File: config.mk
export PLATFORM = sky130hd
export DESIGN_NAME = rom_sample_sequencer
export DESIGN_NICKNAME = d
export VERILOG_FILES = /design/src/rtl/rom_sample_sequencer.sv
export SDC_FILE = /design/constraint.sdc
export NUM_CORES = 1
export LEC_CHECK = 0
export BUFFER_PORTS_ARGS = -buffer_cell sky130_fd_sc_hd__buf_2
export CAP_MARGIN = 5
export CORE_MARGIN = 1
export CORE_UTILIZATION = 38
export DETAILED_ROUTE_END_ITERATION = 10
export SYNTH_ARGS = -nofsm -noshare
export SYNTH_HDL_FRONTEND = slang
export SYNTH_SLANG_ARGS = --single-unit
File: constraint.sdc
create_clock -name clk -period 1.8 [get_ports clk]
set_clock_uncertainty 0.1 [all_clocks]
set_input_delay 0 -clock clk [delete_from_list [all_inputs] [get_ports clk]]
set_output_delay 0 -clock clk [all_outputs]
set_load 0.01 [all_outputs]
File: src/rtl/rom_sample_sequencer.sv
// Purpose : address generator + capture stage playing a DEPTH-word sample ROM
//           at a programmable rate, single-shot or looping.
// Latency : 2 cycles from address issue to sample_valid (ROM register + capture).
// Backpressure: none; downstream must accept every sample_valid strobe.
//
// Ports:
//   clk, reset      rising-edge clock, asynchronous active-high reset
//   start, stop     start playback from address 0 (when idle) / abort playback
//   loop_en         wrap to address 0 after DEPTH-1 (captured at start)
//   rate_div        issue period minus one, in clk cycles (captured at start)
//   dir             registered ROM address
//   rom_data        ROM output, valid one cycle after dir is registered by the ROM
//   sample_out      last captured sample, held between strobes
//   sample_valid    one-cycle pulse per new sample_out
//   busy            high from start acceptance until done/stop
//   done            one-cycle pulse at the end of single-shot playback
//   checksum        (only with SEQ_CHECKSUM_EN) 16-bit running sum of emitted
//                   samples, cleared on start acceptance
//
// Build option: define SEQ_CHECKSUM_EN to add the checksum output.

module rom_sample_sequencer #(
   parameter int M     = 12,
   parameter int DEPTH = 150,
   parameter int AW    = 10,
   parameter int DIV_W = 16
) (
   input  logic             clk,
   input  logic             reset,
   input  logic             start,
   input  logic             stop,
   input  logic             loop_en,
   input  logic [DIV_W-1:0] rate_div,
   output logic [AW-1:0]    dir,
   input  logic [M-1:0]     rom_data,
   output logic [M-1:0]     sample_out,
   output logic             sample_valid,
   output logic             busy,
   output logic             done
`ifdef SEQ_CHECKSUM_EN
   ,
   output logic [15:0]      checksum
`endif
);

   typedef enum logic [1:0] {
      IDLE  = 2'd0,
      RUN   = 2'd1,
      DRAIN = 2'd2
   } state_t;

   localparam logic [AW-1:0] LAST_ADDR = AW'(DEPTH - 1);

   state_t           state_q, state_d;
   logic [AW-1:0]    dir_q, dir_d;
   logic [DIV_W-1:0] div_q, div_d;
   logic [DIV_W-1:0] rate_q, rate_d;
   logic             loop_q, loop_d;
   // Read pipeline valid flags:
   //   iss_q : address was issued on the last edge (ROM samples dir next edge)
   //   rd_q  : ROM output register now holds that word (capture next edge)
   //   vld_q : sample_out holds a fresh word this cycle
   logic             iss_q, iss_d;
   logic             rd_q, rd_d;
   logic             vld_q, vld_d;
   logic [M-1:0]     out_q, out_d;
   logic             done_q, done_d;
   logic [AW-1:0]    nxt_addr;

`ifdef SEQ_CHECKSUM_EN
   logic [15:0]      cks_q, cks_d;
`endif

   always_ff @(posedge clk or posedge reset) begin
      if (reset) begin
         state_q <= IDLE;
         dir_q   <= '0;
         div_q   <= '0;
         rate_q  <= '0;
         loop_q  <= 1'b0;
         iss_q   <= 1'b0;
         rd_q    <= 1'b0;
         vld_q   <= 1'b0;
         out_q   <= '0;
         done_q  <= 1'b0;
`ifdef SEQ_CHECKSUM_EN
         cks_q   <= '0;
`endif
      end else begin
         state_q <= state_d;
         dir_q   <= dir_d;
         div_q   <= div_d;
         rate_q  <= rate_d;
         loop_q  <= loop_d;
         iss_q   <= iss_d;
         rd_q    <= rd_d;
         vld_q   <= vld_d;
         out_q   <= out_d;
         done_q  <= done_d;
`ifdef SEQ_CHECKSUM_EN
         cks_q   <= cks_d;
`endif
      end
   end

   always_comb begin
      state_d  = state_q;
      dir_d    = dir_q;
      div_d    = div_q;
      rate_d   = rate_q;
      loop_d   = loop_q;
      done_d   = 1'b0;
      // The pipeline advances every cycle; only the issue flag is set by the FSM.
      iss_d    = 1'b0;
      rd_d     = iss_q;
      vld_d    = rd_q;
      out_d    = rd_q ? rom_data : out_q;
      nxt_addr = (dir_q == LAST_ADDR) ? '0 : dir_q + 1'b1;
`ifdef SEQ_CHECKSUM_EN
      cks_d    = vld_q ? cks_q + 16'(out_q) : cks_q;
`endif

      case (state_q)
         IDLE: begin
            if (start && !stop) begin
               // The accepting edge is itself the first issue (address 0).
               dir_d  = '0;
               div_d  = '0;
               rate_d = rate_div;
               loop_d = loop_en;
               iss_d  = 1'b1;
               // A one-word table without looping is finished as soon as it issues.
               state_d = (LAST_ADDR == '0 && !loop_en) ? DRAIN : RUN;
`ifdef SEQ_CHECKSUM_EN
               cks_d  = '0;
`endif
            end
         end

         RUN: begin
            if (div_q == rate_q) begin
               div_d = '0;
               dir_d = nxt_addr;
               iss_d = 1'b1;
               // Issuing the final address of a single-shot pass ends issuing;
               // dir then holds at DEPTH-1.
               if (!loop_q && nxt_addr == LAST_ADDR) begin
                  state_d = DRAIN;
               end
            end else begin
               div_d = div_q + 1'b1;
            end
         end

         DRAIN: begin
            // Last sample is on the output this cycle and nothing is behind it.
            if (vld_q && !iss_q && !rd_q) begin
               state_d = IDLE;
               done_d  = 1'b1;
            end
         end

         default: begin
            state_d = IDLE;
         end
      endcase

      // Abort overrides everything: flush in-flight reads so no strobe follows
      // the stop edge, and keep the last sample on the output.
      if (stop && state_q != IDLE) begin
         state_d = IDLE;
         done_d  = 1'b0;
         iss_d   = 1'b0;
         rd_d    = 1'b0;
         vld_d   = 1'b0;
         out_d   = out_q;
      end
   end

   assign dir          = dir_q;
   assign sample_out   = out_q;
   assign sample_valid = vld_q;
   assign busy         = (state_q != IDLE);
   assign done         = done_q;
`ifdef SEQ_CHECKSUM_EN
   assign checksum     = cks_q;
`endif

endmodule

==> metrics.csv, run 1 <==
stage,metric,value,unit
sta,worstMarginPinSlew,0.452,ns
die,initial_core_util,39.2,%
setup_path,cp_max_fo,3,
sta,hold_viol_final,0,
synthesis,postSynthAreaPerCell,10.2,sq um
synthesis,yosysUniqueCellTypes,57,
setup_path,crit_type,reg2reg,
sta,layout_setup_ws,-0.214,ns
status,status,"complete, but fails checks",
synthesis,ys_seq_area_share,47.6,%
clock_network,htreeDepth,3,
drt,routed_wl,8170,um
clock_network,cts_sinks,61,
place,numPortBuffers,57,
die,die_area,8810,sq um
setup_path,cp.required,1.94,ns
grt,grt_pass1_wl,13100,um
synthesis,synth_area,3210,sq um
grt,grt.total_usage,19.6,%
hold_path,hp-class,in2async,
synthesis,synth_nets,350,
sta,min_period,2.01,ns
grt,overflow,0,
grt,antenna_found_initial,0,
synthesis,syn_inst,314,
finish,design_area,4890,sq um
sta,maxSlewViolCount,0,
setup_path,end_kind,flip-flop,
synthesis,synthArstFlopShare,100,%
place,hpwl,5420,um
grt,grt_start_max_net_pins,44,
synthesis,ys_ff_latch,61,
die,fp.coreArea,8180,sq um
die,num_io_pins,58,
drt,num_vias,2869,
place,placed_cell_area,4020,sq um
setup_path,cp.arrival,2.16,ns
drt,ant_nets,0,
synthesis,synth_edf_count,0,
clock_network,clock_latency,0.35,ns
die,dieWidth,93.9,um
setup_path,crit_path_max_incr_delay,0.56,ns
setup_path,cp-start-kind,flip-flop,
finish,layout_common_cells,"nand2_1, dfrtp_1, buf_2",
pwr,p_per_area,833,nW/um^2
sta,rsz0062_at_grt,yes,
setup_path,cp_slowest_cell,or4b_4,
clock_network,clk_path_buf_depth,2,
die,core.rowCount,33,
finish,final_common_cell,nand2_1,
pwr,vdd_ir_drop_max,786,uV
finish,area_delta_synth_final,52.5,%
finish,antenna_cells,0,
drt,wl_met1,3700,um
setup_path,crit_family,simple AND/OR/NAND/NOR gates,
drt,wl_met2,3990,um
sta,fmax,496,MHz
finish,nNetsFinal,509,
synthesis,synth_top_flop_cell,dfrtp_1,
flow_run,maxCapViolCount,0,
sta,period_share,112,%
place,gp_congestion,0.802,
setup_path,crit_buf_inv,0,
drt,drtIter0Drc,110,
pwr,leakagePower,2.39,nW
sta,setup_viol,44,
sta,holdWs,0.0973,ns
drt,drc,0,
clock_network,clkSlewWorstSetupHoldPaths,0.07,ns
die,dieHeight,93.9,um
status,failed_checks,setup timing,
sta,relSlewSlack,69.5,%
clock_network,numCtsBuffers,9,
finish,drive_gt1_share,42.5,%
drt,wl_per_cell,14.0,um
grt,grt_pass1_vias,2823,
drt,top_layer_used,met4,
clock_network,cts_root_buffer,clkbuf_8,
drt,viasPerCell,4.92,
drt,dr.pass1.iters,4,
drt,wl_met3,347,um
clock_network,tritoncts,yes,
synthesis,yosysWarnings,0,
finish,fill_cells,671,
setup_path,crit_path_cell_trace,or4b_4 -> a2111oi_4 -> nand2_2 -> xnor2_2 -> and2_1,
[cell usage after synthesis, types with 2 or more instances]
cell type	count	area [sq um]
a21oi_1	2	10.0
a221o_1	2	20.0
a22o_1	6	52.6
a2bb2oi_1	2	17.5
and2_1	12	75.1
and3_1	7	43.8
buf_2	2	10.0
buf_6	4	45.0
clkbuf_1	6	22.5
dfrtp_1	61	1530
ha_1	3	37.5
inv_1	5	18.8
mux2_2	15	169
mux2i_1	3	30.0
nand2_1	68	255
nand2b_1	2	12.5
nand3_1	13	65.1
nand4_1	10	62.6
nor2_1	14	52.6
nor2b_1	4	25.0
nor3_1	2	10.0
nor3b_1	4	30.0
nor4_1	2	12.5
nor4bb_1	2	20.0
o211a_1	2	20.0
o211ai_1	2	15.0
o21a_1	3	22.5
o311ai_0	3	26.3
o31ai_1	2	15.0
xnor2_1	24	210
[kinds of logic after synthesis]
kind of cell	after synthesis	synth area share, %
AO/OA/AOI/OAI	35	9.91
adder cells (fa/ha/maj)	3	1.17
XOR/XNOR	26	7.33
flip-flops	61	47.6
multiplexers	18	6.20
buffers and inverters	19	3.35
AND/OR/NAND/NOR	152	24.5
[worst register-to-register path, cell delays in order, from the launching register on]
cell and delay (ns):
dfrtp_1 0.40, or4b_4 0.56, a2111oi_4 0.44, nand2_2 0.12, xnor2_2 0.16, and2_1 0.13
[power by group]
| part | switching, W | total (W) | leakage (nW) | internal [W] |
|---|---|---|---|---|
| Clock | 0.000592 | 0.00123 | 0.0954 | 0.000642 |
| Combinational | 0.000503 | 0.00108 | 1.50 | 0.000579 |
| Sequential | 0.000148 | 0.00176 | 0.791 | 0.00161 |
[registers in the layout (all words and copies together) (netlist names)]
| register | count |
|---|---|
| div_q | 16 |
| rate_q | 16 |
| sample_out | 12 |
| dir | 10 |
| state_q | 2 |
| done | 1 |
| iss_q | 1 |
| loop_q | 1 |
| rd_q | 1 |
| sample_valid | 1 |
[worst paths after layout]
| check | from | to | slack (ns) | cells after the start |
|---|---|---|---|---|
| worst min register to register | iss_q$_DFF_PP0_ | rd_q$_DFF_PP0_ | 0.39 | 1 |
| max in group asynchronous | reset | dir[7]$_DFFE_PP0P_ | 0.92 | 4 |
| worst min-delay path | reset | rate_q[0]$_DFFE_PP0P_ | 0.1 | 3 |
| worst max-delay path | state_q[0]$_DFFE_PP0P_ | div_q[12]$_DFFE_PP0P_ | -0.21 | 5 |
| min in group clk | start | rate_q[12]$_DFFE_PP0P_ | 0.21 | 6 |
| worst max register to register | state_q[0]$_DFFE_PP0P_ | div_q[12]$_DFFE_PP0P_ | -0.21 | 5 |
[per-layer routing]
layer  GRT usage [%]  up-vias
met3            4.61       13
met1            25.1     1360
met2            32.2       63
met5               0        -
li1                -     1433
met4            7.18        0
[repair_timing]
item | in CTS | in global routing
pin swaps | 5 | 31
endpoints found under the hold margin | 94 | 0
resized for setup | 17 | 41
hold buffers | 31 | 0
cloned | 0 | 2
buffers inserted | 5 | 7
endpoints found under the setup margin | 38 | 29
[metrics by stage]
stage	setup TNS (ns)	cells	power [W]	setup WS [ns]	utilization, %
2_1_floorplan	-0.487	314	0.00231	-0.0774	-
3_3_place_gp	-2.46	522	0.00271	-0.159	49.2
3_5_place_dp	-3.15	522	0.00273	-0.193	49.2
4_1_cts	-3.06	574	0.00404	-0.181	56.8
5_1_grt	-7.71	583	0.00428	-0.291	59.8
6_report	-3.73	583	0.00407	-0.214	59.8
[final cells by class]
type,count,area [sq um],area share [%]
inverter,5,18.8,0.384
timing repair buffer,161,1260,25.8
clock inverter,7,76.3,1.56
clock buffer,9,124,2.53
sequential,61,1530,31.3
tap,105,131,2.69
multi-input combinational,235,1750,35.8
Power figures use the tool's default switching activity.
==> inputs of run 2 (changes only) <==
--- a/config.mk
+++ b/config.mk
@@ -9,7 +9,9 @@
 export CAP_MARGIN = 5
 export CORE_MARGIN = 1
 export CORE_UTILIZATION = 38
+export CTS_CLUSTER_SIZE = 28
 export DETAILED_ROUTE_END_ITERATION = 10
+export PLACE_DENSITY = 0.65
 export SYNTH_ARGS = -nofsm -noshare
 export SYNTH_HDL_FRONTEND = slang
 export SYNTH_SLANG_ARGS = --single-unit
==> run 2 against run 1 <==
The run still ends with setup timing left. Combinational power barely moved. Via count rose by 0.14%. Non-clock buffer count fell by 1. Maximum frequency fell by 0.34%. Highest routed layer unchanged.
==> metrics.csv, run 2 (synthesized netlist as in run 1, its figures left out) <==
stage,metric,value,unit,change
status,status,"complete, but fails checks",,unchanged
status,failed_checks,setup timing,,unchanged
sta,rsz0062_at_grt,yes,,unchanged
setup_path,r2r_slack,-0.22,ns,was -0.21 ns
sta,period_share,112,%,about the same
finish,design_area,4900,sq um,was 4890 sq um
finish,area_delta_synth_final,52.8,%,was 52.5%
pwr,p_per_area,861,nW/um^2,was 833 nW/um^2
grt,overflow,0,,unchanged
drt,viasPerCell,4.94,,was 4.92
die,fp.coreArea,8180,sq um,unchanged
sta,fmax,495,MHz,was 496 MHz
clock_network,clk_path_buf_depth,2,,unchanged
setup_path,cp_max_fo,8,,was 3
setup_path,cp_slowest_cell,dfrtp_1,,was or4b_4
flow_run,maxCapViolCount,0,,unchanged
clock_network,cts_sinks,61,,unchanged
finish,drive_gt1_share,41.9,%,was 42.5%
setup_path,rr_worst_depth,7,,was 5
drt,dr.pass1.iters,4,,unchanged
grt,grt_start_max_net_pins,62,,was 44
hold_path,hp-class,in2reg,,was in2async
grt,grt.total_usage,19.4,%,was 19.6%
setup_path,r2r-start,rate_q[10]$_DFFE_PP0P_,,was state_q[0]$_DFFE_PP0P_
clock_network,clock_latency,0.34,ns,was 0.35 ns
die,die_area,8810,sq um,unchanged
drt,drtIter0Drc,97,,was 110
finish,final_util,60.0,%,was 59.8%
sta,hold_viol_final,0,,unchanged
die,dieHeight,93.9,um,unchanged
place,dp.cells,523,,was 522
drt,drc,0,,unchanged
grt,grt_pass1_vias,2838,,was 2823
setup_path,cp.required,1.93,ns,was 1.94 ns
place,hpwl,5440,um,was 5420 um
finish,nNetsFinal,508,,was 509
finish,finalNonFillerCells,582,,was 583
grt,grt_pass1_wl,13000,um,was 13100 um
place,placed_cell_area,4020,sq um,about the same
setup_path,reg2reg_to,state_q[0]$_DFFE_PP0P_,,was div_q[12]$_DFFE_PP0P_
setup_path,cp.arrival,2.15,ns,was 2.16 ns
grt,antenna_found_initial,0,,unchanged
pwr,leakagePower,2.37,nW,was 2.39 nW
clock_network,cts_root_buffer,clkbuf_8,,unchanged
sta,min_period,2.02,ns,was 2.01 ns
place,gp_congestion,0.842,,was 0.802
sta,setup_viol,24,,was 44
die,initial_core_util,39.2,%,unchanged
sta,relSlewSlack,70.3,%,was 69.5%
sta,layout_setup_ws,-0.221,ns,was -0.214 ns
clock_network,htreeDepth,3,,unchanged
finish,layout_common_cells,"nand2_1, buf_4, dfrtp_1",,"was nand2_1, dfrtp_1, buf_2"
setup_path,crit_path_cell_trace,xnor2_1 -> nand4_1 -> nor4_4 -> buf_4 -> buf_6 -> nor4bb_4 -> o31ai_1,,was or4b_4 -> a2111oi_4 -> nand2_2 -> xnor2_2 -> and2_1
sta,worstMarginPinSlew,0.439,ns,was 0.452 ns
place,numPortBuffers,57,,unchanged
clock_network,clkSlewWorstSetupHoldPaths,0.07,ns,about the same
setup_path,end_kind,flip-flop,,unchanged
setup_path,cp-start-kind,flip-flop,,unchanged
drt,wl_per_cell,14.2,um,was 14.0 um
sta,maxSlewViolCount,0,,unchanged
pwr,vdd_ir_drop_max,594,uV,was 786 uV
setup_path,crit_type,reg2reg,,unchanged
setup_path,crit_path_max_incr_delay,0.39,ns,was 0.56 ns
die,num_io_pins,58,,unchanged
drt,num_vias,2873,,was 2869
die,core.rowCount,33,,unchanged
hold_path,holdPathEnd,state_q[0]$_DFFE_PP0P_,,
finish,final_common_cell,nand2_1,,unchanged
drt,ant_nets,0,,unchanged
hold_path,hold_start,stop,,
finish,antenna_cells,0,,unchanged
hold_path,holdPathStages,4,,
die,dieWidth,93.9,um,unchanged
clock_network,numCtsBuffers,9,,unchanged
clock_network,tritoncts,yes,,unchanged
drt,routed_wl,8250,um,was 8170 um
run 2: changes by cell type in the layout (fill, tap and decap cells not counted), sizes merged:
cell	previous run	this run
clkbuf	9	12
clkinv	4	2
clkinvlp	2	0
buf	130	129
bufinv	1	2
run 2: how the worst max path moves through the flow:
stage | cells past startpoint | slack [ns] | start | to
6_report | 7 | -0.22 | rate_q[10]$_DFFE_PP0P_ | state_q[0]$_DFFE_PP0P_
5_1_grt | 7 | -0.32 | rate_q[0]$_DFFE_PP0P_ | state_q[0]$_DFFE_PP0P_
4_1_cts | 6 | -0.17 | rate_q[13]$_DFFE_PP0P_ | state_q[0]$_DFFE_PP0P_
3_5_place_dp | 6 | -0.21 | div_q[1]$_DFFE_PP0P_ | state_q[0]$_DFFE_PP0P_
3_3_place_gp | 7 | -0.22 | dir[1]$_DFFE_PP0P_ | state_q[1]$_DFFE_PP0P_
2_1_floorplan | 5 | -0.08 | state_q[1]$_DFFE_PP0P_ | dir[0]$_DFFE_PP0P_
run 2: repair_timing:
action,4_1_cts,5_1_grt
endpoints found under the hold margin,94,4
resized for setup,5,50
gates cloned,0,2
setup buffers,3,7
setup endpoints to repair,29,58
pin swaps,17,18
hold buffers,30,1
run 2: metal layers:
layer | vias to the layer above | track usage [%] | wire, um
li1 | 1420 | - | -
met1 | 1376 | 24.1 | 3500
met2 | 59 | 31.9 | 4290
met3 | 18 | 3.88 | 270
met4 | 0 | 9.36 | 191
met5 | - | 0 | 0
run 2: final cells by class:
cell class              instances  area, sq um
clock buffers                  12          155
clock inverters                 4         70.1
fillers                       674         3270
inverters                       5         18.8
multi-input cells             235         1790
flip-flops and latches         61         1530
well taps                     105          131
repair buffers                160         1210
run 2: critical path: cells and delay by family (launching register included):
| family | cells | cell delay (ns) |
|---|---|---|
| xor+xnor | 1 | 0.16 |
| buf+inv | 2 | 0.32 |
| compound gates | 1 | 0.09 |
| simple gates | 3 | 0.85 |
| flops | 1 | 0.39 |
run 2: where the power goes:
part / switching [W] / internal, W / leakage (nW)
Clock: 0.000524 / 0.000851 / 0.116
Sequential: 0.000155 / 0.00161 / 0.791
Combinational: 0.000507 / 0.000573 / 1.46
Total: 0.00119 / 0.00303 / 2.37
run 2: metrics by stage:
stage               hold slack, ns  setup TNS, ns  total power [W]  setup slack, ns
floorplan                  0.00544         -0.487          0.00231          -0.0774
global placement           -0.0111          -2.37          0.00269           -0.220
detailed placement        -0.00350          -3.44          0.00272           -0.212
CTS                         -0.106          -3.43          0.00416           -0.169
global route                0.0850          -5.30          0.00445           -0.320
finish                      0.0677          -2.79          0.00422           -0.221
==> inputs of run 3 (changes only) <==
--- a/config.mk
+++ b/config.mk
@@ -5,13 +5,14 @@
 export SDC_FILE = /design/constraint.sdc
 export NUM_CORES = 1
 export LEC_CHECK = 0
+export ABC_AREA = 1
 export BUFFER_PORTS_ARGS = -buffer_cell sky130_fd_sc_hd__buf_2
 export CAP_MARGIN = 5
 export CORE_MARGIN = 1
 export CORE_UTILIZATION = 38
 export CTS_CLUSTER_SIZE = 28
 export DETAILED_ROUTE_END_ITERATION = 10
-export PLACE_DENSITY = 0.65
+export PLACE_DENSITY = 0.63
 export SYNTH_ARGS = -nofsm -noshare
 export SYNTH_HDL_FRONTEND = slang
 export SYNTH_SLANG_ARGS = --single-unit
==> constraint.sdc (replaced) <==
create_clock -name clk -period 2.5 [get_ports clk]
set_clock_uncertainty 0.1 [all_clocks]
set_input_delay 0 -clock clk [delete_from_list [all_inputs] [get_ports clk]]
set_output_delay 0 -clock clk [all_outputs]
set_load 0.01 [all_outputs]
==> run 3 against run 2 <==
The flow now finishes without violations. Largest power group unchanged. First-iteration DRC count increased by 25%. Sequential cell count is the same. Non-clock buffer count is 67 lower. Clock-buffer cell count shrank 3. Critical endpoint is now div_q[13]$_DFFE_PP0P_. Worst hold slack better by 0.017 ns. Highest routed layer unchanged.
==> metrics.csv, run 3 <==
stage,metric,value,unit,change
status,status,"finished, final reports clean",,"was complete, but fails checks"
synthesis,synth.area.top_cells,"dfrtp_1, nand2_1, nor2_1",,"was dfrtp_1, nand2_1, xnor2_1"
synthesis,synth_top_area_share,46.7,%,was 47.6%
drt,num_vias,2987,,was 2873
setup_path,crit_type,reg2reg,,unchanged
synthesis,ys_seq_area_share,46.7,%,was 47.6%
synthesis,synth_top_family_by_area,simple AND/OR/NAND/NOR gates,,unchanged
setup_path,end_kind,flip-flop,,unchanged
synthesis,syn_inst,437,,was 314
finish,nNetsFinal,569,,was 508
synthesis,yosysMostFrequentCell,nand2_1,,unchanged
sta,hold_viol_final,0,,unchanged
die,dieHeight,94.7,um,was 93.9 um
die,dieWidth,94.7,um,was 93.9 um
sta,setup_viol,0,,was 24
drt,drc,0,,unchanged
synthesis,synth-simple-area-share,32.2,%,was 24.5%
sta,relSlewSlack,69.9,%,was 70.3%
pwr,p_switching,0.00103,W,was 0.00119 W
synthesis,muxShareOfSynthArea,0,%,was 6.20%
drt,drtIter0Drc,121,,was 97
finish,drive_gt1_share,21.0,%,was 41.9%
die,core.rowCount,33,,unchanged
synthesis,synth_edf_count,0,,unchanged
synthesis,synth_compound_area_share,8.31,%,was 9.91%
sta,worstMarginPinSlew,0.451,ns,was 0.439 ns
clock_network,tritoncts,yes,,unchanged
setup_path,cp-start-kind,flip-flop,,unchanged
synthesis,synthAdderAreaFrac,1.15,%,was 1.17%
drt,routed_wl,7500,um,was 8250 um
sta,maxSlewViolCount,0,,unchanged
finish,finalNonFillerCells,643,,was 582
place,hpwl,5130,um,was 5440 um
grt,grt_start_max_net_pins,36,,was 62
setup_path,cp_max_fo,6,,was 8
finish,final_util,50.9,%,was 60.0%
clock_network,cts_sinks,61,,unchanged
clock_network,clk_path_buf_depth,2,,unchanged
grt,antenna_found_initial,0,,unchanged
die,initial_core_util,39.6,%,was 39.2%
synthesis,synth_nets,473,,was 350
clock_network,numCtsBuffers,9,,unchanged
pwr,clkPwrFrac,31.0,%,was 32.6%
sta,fmax,530,MHz,was 495 MHz
synthesis,yosysTopAreaCell,dfrtp_1,,unchanged
place,place_ws,0.660,ns,was -0.212 ns
clock_network,post_cts.repair.setup_buffers,0,,was 3
drt,dr.pass1.iters,5,,was 4
sta,rsz0062_at_grt,no,,was yes
grt,grt.total_usage,18.2,%,was 19.4%
die,die_area,8970,sq um,was 8810 sq um
clock_network,clkSlewWorstSetupHoldPaths,0.07,ns,about the same
clock_network,cts_root_buffer,clkbuf_8,,unchanged
place,dp.cells,596,,was 523
drt,wl_per_cell,11.7,um,was 14.2 um
synthesis,postSynthAreaPerCell,7.48,sq um,was 10.2 sq um
clock_network,htreeDepth,3,,unchanged
pwr,vdd_ir_drop_max,422,uV,was 594 uV
finish,layout_common_cells,"nand2_1, dfrtp_1, buf_2",,"was nand2_1, buf_4, dfrtp_1"
place,numPortBuffers,57,,unchanged
drt,viasPerCell,4.65,,was 4.94
synthesis,synth_top_cells_by_count,"nand2_1, dfrtp_1, nor2_1",,"was nand2_1, dfrtp_1, xnor2_1"
flow_run,maxCapViolCount,0,,unchanged
setup_path,r2r_slack,0.61,ns,was -0.22 ns
pwr,seq_power_share,42.9,%,was 41.8%
pwr,intPower,0.00206,W,was 0.00303 W
synthesis,ys_ff_latch,61,,unchanged
setup_path,cp.required,2.62,ns,was 1.93 ns
setup_path,cp.arrival,2.01,ns,was 2.15 ns
place,gp_congestion,0.866,,was 0.842
finish,final_common_cell,nand2_1,,unchanged
sta,min_period,1.89,ns,was 2.02 ns
grt,overflow,0,,unchanged
pwr,leakagePower,2.14,nW,was 2.37 nW
pwr,p_total,0.00309,W,was 0.00422 W
grt,grt_pass1_vias,2849,,was 2838
grt,grt_pass1_wl,12900,um,was 13000 um
synthesis,synth_area,3270,sq um,was 3210 sq um
sta,period_share,75.5,%,was 112%
clock_network,clock_latency,0.33,ns,was 0.34 ns
finish,antenna_cells,0,,unchanged
die,fp.coreArea,8260,sq um,was 8180 sq um
synthesis,synth_top_flop_cell,dfrtp_1,,unchanged
pwr,p_per_area,735,nW/um^2,was 861 nW/um^2
finish,fill_cells,811,,was 674
sta,layout_setup_ws,0.614,ns,was -0.221 ns
die,num_io_pins,58,,unchanged
pwr,p_sw_share,33.3,%,was 28.1%
pwr,power_frac_comb,26.0,%,was 25.6%
synthesis,synthArstFlopShare,100,%,unchanged
drt,ant_nets,0,,unchanged
synthesis,yosysUniqueCellTypes,31,,was 57
hold_path,hp-class,in2reg,,unchanged
synthesis,synthXorXnorAreaFrac,3.49,%,was 7.33%
finish,area_delta_synth_final,28.6,%,was 52.8%
sta,final.setup.tns,0,ns,was -2.79 ns
synthesis,yosysWarnings,0,,unchanged
[run 3: changes by cell type after synthesis, sizes merged, moves of 15 or more]
cell | previous run | this run
inv | 5 | 59
xnor2 | 25 | 2
nand2 | 69 | 154
o21ai | 1 | 32
nor2 | 14 | 48
mux2 | 15 | 0
[run 3: power by group through the flow]
stage	clock network (W)	registers, W	logic (W)
floorplan	0	0.00137	0.000480
global placement	0	0.00134	0.000758
detailed placement	0	0.00133	0.000772
CTS	0.000978	0.00132	0.000812
global route	0.00103	0.00135	0.000924
finish	0.000959	0.00133	0.000804
[run 3: layout make-up]
type | count | area [sq um] | area share (%)
inverter | 59 | 221 | 5.27
clock inverter | 7 | 90.1 | 2.14
timing repair buffer | 93 | 633 | 15.1
multi-input combinational | 309 | 1480 | 35.1
clock buffer | 9 | 124 | 2.95
tap | 105 | 131 | 3.13
sequential | 61 | 1530 | 36.3
[run 3: path summary, 6_finish.rpt]
path,from,to,depth (start not counted)
setup / recovery,div_q[0]$_DFFE_PP0P_,div_q[13]$_DFFE_PP0P_,7
hold / removal,start,state_q[1]$_DFFE_PP0P_,6
setup reg to reg,div_q[0]$_DFFE_PP0P_,div_q[13]$_DFFE_PP0P_,7
hold reg to reg,sample_out[11]$_DFFE_PP0P_,sample_out[11]$_DFFE_PP0P_,2
max in group asynchronous,reset,div_q[13]$_DFFE_PP0P_,4
min in group asynchronous,reset,loop_q$_DFFE_PP0P_,4
[run 3: what timing repair did]
action                                 CTS  global route
gates resized for setup                  0             0
endpoints found under the hold margin   95             0
hold buffers                            31             0
[run 3: logic make-up (layout without fill, tap and decap cells)]
logic type,Yosys count,after routing
and+or+nand+nor,245,245
buffers and inverters,67,168
DFF,61,61
AOI/OAI and AO/OA,48,48
xor gates and xnor gates,13,13
adders and majority gates,3,3
[run 3: stage by stage]
step / hold WS [ns] / cell area [sq um]
2_1_floorplan: -0.0290 / 3270
3_3_place_gp: -0.0156 / 3680
3_5_place_dp: -0.0111 / 3680
4_1_cts: 0.0854 / 4200
5_1_grt: 0.196 / 4200
6_report: 0.0847 / 4200
[run 3: per-layer routing]
| metal | global-route usage [%] | up-vias | wire length [um] |
|---|---|---|---|
| li1 | - | 1562 | - |
| met5 | 0 | - | 0 |
| met4 | 5.30 | 0 | 76 |
| met3 | 3.46 | 7 | 343 |
| met1 | 26.3 | 1352 | 3740 |
| met2 | 27.7 | 66 | 3340 |
[run 3: worst max-delay path, stage by stage (launching register included)]
cell and delay (ns):
dfrtp_1 0.46, nand3_2 0.13, nor3_2 0.32, nand4_1 0.29
nor3_2 0.26, nand3_1 0.10, nand2_1 0.07, nor2_1 0.04
